$ cat config.mk
export PLATFORM = sky130hd
export DESIGN_NAME = imm_src_decode_stage_flat
export DESIGN_NICKNAME = d
export VERILOG_FILES = /design/src/rtl/imm_src_decode_stage.sv /design/src/rtl/imm_src_decode_stage_if.sv /design/src/flat_wrapper.sv
export SDC_FILE = /design/constraint.sdc
export NUM_CORES = 1
export LEC_CHECK = 0
export CAP_MARGIN = 20
export CORE_MARGIN = 1.5
export CORE_UTILIZATION = 40
export CTS_BUF_LIST = sky130_fd_sc_hd__clkbuf_8
export DETAILED_ROUTE_END_ITERATION = 8
export PLACE_DENSITY = 0.8
export SYNTH_ARGS = -nofsm -noshare
export SYNTH_HDL_FRONTEND = slang
export SYNTH_SLANG_ARGS = --single-unit
$ cat constraint.sdc
create_clock -name clk -period 1.4 [get_ports clk]
set_input_delay 0.21 -clock clk [delete_from_list [all_inputs] [get_ports clk]]
set_output_delay 0.21 -clock clk [all_outputs]
set_load 0.005 [all_outputs]
$ cat src/rtl/imm_src_decode_stage.sv
// imm_src_decode_stage: classifies RV32I immediate format and buffers entries in a 2-entry skid buffer.
package immediate_generator_pkg;
  typedef enum logic [2:0] {
    I_TYPE = 3'd0,
    S_TYPE = 3'd1,
    B_TYPE = 3'd2,
    U_TYPE = 3'd3,
    J_TYPE = 3'd4,
    Z_TYPE = 3'd5
  } ImmSrc_t;
endpackage

module imm_src_decode_stage
  import immediate_generator_pkg::*;
#(
  parameter int XLEN = 32
) (
  input  logic                        clk,
  input  logic                        rst_n,
  input  logic                        flush,
  imm_src_decode_stage_if.slave       bus
);
  typedef struct packed {
    logic [XLEN-1:0] instr;
    logic [XLEN-1:0] pc;
    ImmSrc_t         imm_src;
    logic            illegal;
  } entry_t;
  typedef enum logic [1:0] {EMPTY, ONE, FULL} state_t;
  state_t state_q, state_d;
  entry_t main_q, main_d, skid_q, skid_d, dec;
  logic [2:0] f3;
  logic acc, con;
  always_comb begin
    f3 = bus.in_instr[14:12];
    dec.instr = bus.in_instr;
    dec.pc = bus.in_pc;
    dec.imm_src = I_TYPE;
    dec.illegal = 1'b0;
    // every legal opcode ends in 2'b11, so compressed/garbage low bits fall to default
    case (bus.in_instr[6:0])
      7'b0000011, 7'b1100111, 7'b0001111, 7'b0110011: dec.imm_src = I_TYPE;
      7'b0010011: dec.imm_src = (f3 == 3'b001 || f3 == 3'b101) ? Z_TYPE : I_TYPE;
      7'b0100011: dec.imm_src = S_TYPE;
      7'b1100011: dec.imm_src = B_TYPE;
      7'b0110111, 7'b0010111: dec.imm_src = U_TYPE;
      7'b1101111: dec.imm_src = J_TYPE;
      7'b1110011: dec.imm_src = f3[2] ? Z_TYPE : I_TYPE;
      default: dec.illegal = 1'b1;
    endcase
  end
  assign acc = bus.in_valid && state_q != FULL;
  assign con = state_q != EMPTY && bus.out_ready;
  always_comb begin
    state_d = state_q;
    main_d = main_q;
    skid_d = skid_q;
    case (state_q)
      EMPTY: if (acc) begin
        main_d = dec;
        state_d = ONE;
      end
      ONE: if (acc && con) main_d = dec;
      else if (acc) begin
        skid_d = dec;
        state_d = FULL;
      end else if (con) state_d = EMPTY;
      default: if (con) begin
        main_d = skid_q;
        state_d = ONE;
      end
    endcase
    if (flush) state_d = EMPTY;
  end
  always_ff @(posedge clk or negedge rst_n)
    if (!rst_n) begin
      state_q <= EMPTY;
      main_q <= '0;
      skid_q <= '0;
    end else begin
      state_q <= state_d;
      main_q <= main_d;
      skid_q <= skid_d;
    end
  assign bus.in_ready = state_q != FULL;
  assign bus.out_valid = state_q != EMPTY;
  assign bus.out_instr = main_q.instr;
  assign bus.out_pc = main_q.pc;
  assign bus.out_imm_src = main_q.imm_src;
  assign bus.out_illegal = main_q.illegal;
endmodule

$ cat src/rtl/imm_src_decode_stage_if.sv
// imm_src_decode_stage_if: fetch-side and downstream handshake bundle for the decode stage.
interface imm_src_decode_stage_if #(parameter int XLEN = 32);
  logic            in_valid;
  logic            in_ready;
  logic [XLEN-1:0] in_instr;
  logic [XLEN-1:0] in_pc;
  logic            out_valid;
  logic            out_ready;
  logic [XLEN-1:0] out_instr;
  logic [XLEN-1:0] out_pc;
  logic [2:0]      out_imm_src;
  logic            out_illegal;
  modport master (
    output in_valid, in_instr, in_pc, out_ready,
    input  in_ready, out_valid, out_instr, out_pc, out_imm_src, out_illegal
  );
  modport slave (
    input  in_valid, in_instr, in_pc, out_ready,
    output in_ready, out_valid, out_instr, out_pc, out_imm_src, out_illegal
  );
endinterface

$ cat src/flat_wrapper.sv
// flat-port wrapper written by rule: the top's interface ports become plain ports
module imm_src_decode_stage_flat import immediate_generator_pkg::*;
#(
  parameter int XLEN = 32
)
  (clk, rst_n, flush, bus_in_valid, bus_in_instr, bus_in_pc, bus_out_ready, bus_in_ready, bus_out_valid, bus_out_instr, bus_out_pc, bus_out_imm_src, bus_out_illegal);
  imm_src_decode_stage_if #(.XLEN(XLEN)) bus_i ();
  input  logic clk;
  input  logic rst_n;
  input  logic flush;
  input wire logic [$bits(bus_i.in_valid)-1:0] bus_in_valid;
  input wire logic [$bits(bus_i.in_instr)-1:0] bus_in_instr;
  input wire logic [$bits(bus_i.in_pc)-1:0] bus_in_pc;
  input wire logic [$bits(bus_i.out_ready)-1:0] bus_out_ready;
  output wire logic [$bits(bus_i.in_ready)-1:0] bus_in_ready;
  output wire logic [$bits(bus_i.out_valid)-1:0] bus_out_valid;
  output wire logic [$bits(bus_i.out_instr)-1:0] bus_out_instr;
  output wire logic [$bits(bus_i.out_pc)-1:0] bus_out_pc;
  output wire logic [$bits(bus_i.out_imm_src)-1:0] bus_out_imm_src;
  output wire logic [$bits(bus_i.out_illegal)-1:0] bus_out_illegal;
  assign bus_i.in_valid = bus_in_valid;
  assign bus_i.in_instr = bus_in_instr;
  assign bus_i.in_pc = bus_in_pc;
  assign bus_i.out_ready = bus_out_ready;
  assign bus_in_ready = bus_i.in_ready;
  assign bus_out_valid = bus_i.out_valid;
  assign bus_out_instr = bus_i.out_instr;
  assign bus_out_pc = bus_i.out_pc;
  assign bus_out_imm_src = bus_i.out_imm_src;
  assign bus_out_illegal = bus_i.out_illegal;
  imm_src_decode_stage #(.XLEN(XLEN)) u_core (.clk(clk), .rst_n(rst_n), .flush(flush), .bus(bus_i));
endmodule
### After elaboration in Yosys (flattened, before gate mapping)

Index checks and enable logic that the tools add are counted.

* register bits after elaboration: 138
* output and inout bits: 70

* muxes and demuxes: 15
* bitwise logic cells: 1
* reduce and logical (&&, ||, !) cells: 13
* eq/ne operators: 20

Operators by type and width (count)
* $mux 68: 3
* $pmux 68 s2: 1
* $eq 7x7->1 const B: 4
* $eq 7x6->1 const B: 3
* $pmux 3 s6: 1
* $eq 7x5->1 const B: 2
* $mux 2: 6
* $reduce_or 11->1: 1
* $eq 7x2->1 const B: 1
* $eq 7x4->1 const B: 1
* $mux 3: 2
* $reduce_and 3->1: 2
* $ne 2x1->1 const B: 2
* $ne 4x2->1 const B: 1
* $pmux 2 s2: 1
* $reduce_and 4->1: 1
* $reduce_bool 4->1: 1
* $eq 3x1->1 const B: 1
* $eq 3x3->1 const B: 1
* $logic_and 1x1->1: 3
* $ne 3x2->1 const B: 1
* $ne 3x3->1 const B: 1
* $reduce_bool 3->1: 1
* $eq 2x1->1 const B: 1
* other kinds (7): 7

### Longest topological paths before layout

* depth in word-level cells: 7
* gate-level depth with buffers: 8
* gate-level depth less buffers: 4

### Worst setup path after synthesis

No wires, ideal clock.

* path type: register -> register
* from: register u_core.state_q[1]
* to: register u_core.main_q, in the netlist u_core.bus.out_pc[25]
* stages on the path, launching flop included: 9
* library setup time: 0.135 ns
* buffers on the path: 4
* setup slack: -0.027 ns
* arrival time: 1.293 ns
* path through: dfrtp_1 > buf_2 > nor2_1 > o22ai_1 > buf_2 > buf_4 > buf_6 > nand2_1 > o21ai_0

* word-level cells in the longest chain between the ends: 5
* elaborated cells between the ends (all ways): 12
* classes of those cells: eq/ne (4); mux (1); reduce/logical (7)

Ends and longest elaborated chain
* start: declaration: RTL line imm_src_decode_stage.sv:30 `state_t state_q, state_d;`
* start signal: assignment: RTL line imm_src_decode_stage.sv:81 `state_q <= state_d;`
* $ne 2x2->1 or $reduce_bool 2->1 (tied branches): RTL line imm_src_decode_stage.sv:52, imm_src_decode_stage.sv:53
* $logic_and 1x1->1, on equally long branches: RTL line imm_src_decode_stage.sv:52, imm_src_decode_stage.sv:53
* $logic_and 1x1->1: RTL line imm_src_decode_stage.sv:63 `ONE: if (acc && con) main_d = dec;`
* $ne 2x1->1 (no line)
* $reduce_and 3->1 (no line)
* end signal: assignment: RTL line imm_src_decode_stage.sv:82 `main_q <= main_d;`
* end: declaration: RTL line imm_src_decode_stage.sv:31 `entry_t main_q, main_d, skid_q, skid_d, dec;`

Several ways; a longest one is shown, not always the timed one.
A chain may end at the register's enable or synchronous reset.

### Worst setup path in the final report

* from: register u_core.state_q[1]
* to: register u_core.main_q, in the netlist u_core.bus.out_pc[14]

The elaborated chain is that of the path after synthesis.

==> results.md <==
* Status: finished, violations left
* Failing checks: setup timing
* Synth cell types at 35
* Area Overhead vs Synth at 55.4%
* Root Buffer: clkbuf_8
* Most frequent cells in the layout: dfrtp_1 (137), nand2_1 (67), clkdlybuf4s50_1 (67), dlygate4sd2_1 (67), mux2i_1 (65)
* Leakage at between 0.004 and 0.005 uW
* Fin Setup TNS at -26.00 ns
* Initial antenna violation count at 0
* Reg-to-reg startpoint: u_core.state_q[1]
* Max Cap Violations at 0
* TritonCTS clock tree: yes
* Slew HR at 0.718
* Hold Vio Cnt, Final at 0
* #FFs+latches synth at ~140
* N_diodes at 0
* Flop-to-flop setup slack at -0.29 ns
* TritonCTS Sinks at between 100 and 150
* Crit path required time at 1.73 ns
* Maximum vdd drop at ~0.00081 V
* Routed WL at approximately 18 mm
* Die area at 15600 um^2
* Placed instance count at 805
* F_max at about 600 MHz
* First-pass GRT wire length at ~25 mm
* Fillers at ~1.1k
* Die X at ~120 um
* CTS Buffer Depth at 2
* Worst slew pin tran at around 0.42 ns
* Critical path class: reg -> reg
* Synthesized netlist cell count at roughly 480
* Reg2Reg Depth at 7
* WL/cell at between 20 and 25 um
* Post-route insts no fill at around 890
* Tmin final at approximately 1.7 ns
* Top-level I/O count at 139
* Pin count of the biggest net entering global routing at 42
* Crit. Startpoint: u_core.state_q[1]
* Crit path to: u_core.bus.out_pc[14]
* Later-pin clock latency in the skew report at about 0.44 ns
* Mapped cell area at around 5900 um^2
* Pwr dens at approximately 1300 nW/um^2
* Skew final at 0.0107 ns
* Vias in the first global route at a little under 5k
* Final period utilization at 1.21
* Tot Pwr at approximately 12000 uW
* Pre-CTS setup slack at -0.425 ns
* Syn Nets at between 500 and 600
* WHS at 0.259 ns
* H-tree levels at 4
* Layout cell share with drive strength beyond 1 at 0.278
* Total GRT Usage at 0.204
* First-pass DRT Iterations at 4
* Tightest Hold Check Type: in -> async
* CP max FO at 7
* Estimated wirelength of the detail-placed design at 9.33 mm
* Most common cell after layout, fill and taps aside: dfrtp_1
* Placeable Area at between 10000 and 15000 um^2
* Final WS setup at -0.290 ns
* Worst endpoint data arrival time at approximately 2.0 ns
* Clock slew at reported path FFs at around 0.080 ns
* Row Count at 44
* Via count at 4702
* DRC violation count after routing at 0
* Gr ovfl total at 0
* TritonCTS Buffers at 17
* Nets at 757
* Avg Cell Area, Syn at 12.3 um^2
* FF-to-FF End: u_core.bus.out_pc[14]
* Seq/Total Area, Yosys at 0.581
* Buffers added on ports at approximately 140
* Fin. max-slew vios at 0
* RSZ-0062 raised after global routing: true
* Yosys warnings at 0
* Detail Route Antenna Nets at 0
* Vias/cell at 5.31
* Final setup violation count at 139
* Startpoint Class: flop
* Die H at about 120 um
* Gpl congestion at approximately 0.8
* Initial Util at 0.409
* Initial detailed-routing violation count at 260
* Worst setup EP type: flop
-- worst min-delay path by stage --
stage / start / endpoint / slack (ns) / depth (start not counted)
global route: rst_n / u_core.bus.out_pc[18] / 0.25 / 2
CTS: rst_n / u_core.skid_q[24] / 0.25 / 2
finish: rst_n / u_core.skid_q[21] / 0.26 / 2
detailed placement: rst_n / u_core.bus.out_pc[25] / 0.15 / 1
floorplan: rst_n / u_core.bus.out_illegal / -0.09 / 0
global placement: rst_n / u_core.bus.out_pc[25] / 0.15 / 1
-- routing by layer --
metal  share of wire  routed length [um]  global-route usage  up-vias
met3           0.061                1100              0.0580       26
met4           0.018                 325              0.0709        0
met2            0.50                9050               0.339      168
met5               0                   0                   0        -
li1                -                   -                   -     2117
met1            0.42                7460               0.257     2391
-- per-stage QoR --
step,util,area (um^2)
after floorplan,-,5950
after global placement,0.533,7750
after detailed placement,0.533,7750
after CTS,0.597,8670
after global routing,0.636,9240
final,0.636,9240
-- report_power, final --
group	internal, uW	switching (uW)	total (uW)
Clock	2250	1540	3790
Combinational	1650	978	2630
Sequential	4810	485	5290
-- worst max-delay path, cell delays in order (launching register included) --
cell and delay, ns:
dfrtp_4 0.49, buf_6 0.14, buf_4 0.16, o22ai_4 0.24, buf_6 0.20, clkbuf_16 0.17
nand2_1 0.06, o21ai_0 0.12
-- registers in the layout (all words and copies together) (netlist names) --
signal                  count
u_core.skid_q              68
u_core.bus.out_illegal      1
u_core.bus.out_instr       32
u_core.bus.out_imm_src      3
u_core.state_q              2
u_core.bus.out_pc          32
-- synthesized netlist by cell type --
cell type | instances | area, um^2
a211o_1 | 1 | 8.76
a211oi_1 | 1 | 7.51
a21boi_0 | 1 | 7.51
a21oi_1 | 4 | 20.0
a31oi_1 | 1 | 6.26
a41oi_1 | 1 | 8.76
and2b_1 | 1 | 7.51
and3_1 | 1 | 6.26
buf_2 | 16 | 80.1
buf_4 | 8 | 60.1
buf_6 | 2 | 22.5
clkbuf_1 | 6 | 22.5
dfrtp_1 | 138 | 3450
inv_1 | 4 | 15.0
mux2_1 | 6 | 67.6
mux2_2 | 63 | 709
mux2i_1 | 65 | 651
nand2_1 | 68 | 255
nand2b_1 | 3 | 18.8
nand3_1 | 1 | 5.00
nand3b_1 | 2 | 15.0
nand4_1 | 1 | 6.26
nand4bb_1 | 1 | 11.3
nor2_1 | 7 | 26.3
nor2b_1 | 1 | 6.26
nor3_1 | 2 | 10.0
nor3_4 | 1 | 16.3
nor3b_1 | 1 | 7.51
nor4b_1 | 1 | 8.76
o211ai_1 | 1 | 7.51
o21a_1 | 1 | 7.51
o21ai_0 | 66 | 330
o22a_1 | 3 | 26.3
o22ai_1 | 4 | 25.0
o31a_1 | 1 | 8.76
-- layout make-up --
class	count	area, um^2	area share
flip-flops and latches	138	3460	0.374
multi-input cells	310	2550	0.276
repair buffers	217	2520	0.272
clock buffers	20	275	0.0298
well taps	184	230	0.0249
clock inverters	12	194	0.0210
inverters	4	15.0	0.00163
-- cells by family (layout without fill, tap and decap cells) --
family	Yosys count	in the layout	synth area share
AO/OA/AOI/OAI	85	85	0.0781
AND/OR/NAND/NOR	91	91	0.0673
multiplexers	134	134	0.240
buffers and inverters	36	253	0.0337
flip-flops	138	138	0.581
-- timing repair --
item	CTS	global route
buffers inserted	22	0
pin swaps	4	1
hold buffers	1	0
endpoints found under the hold margin	39	0
cloned	7	18
endpoints found under the setup margin	200	140
resized for setup	156	49
(Power assumes the default switching activity.)
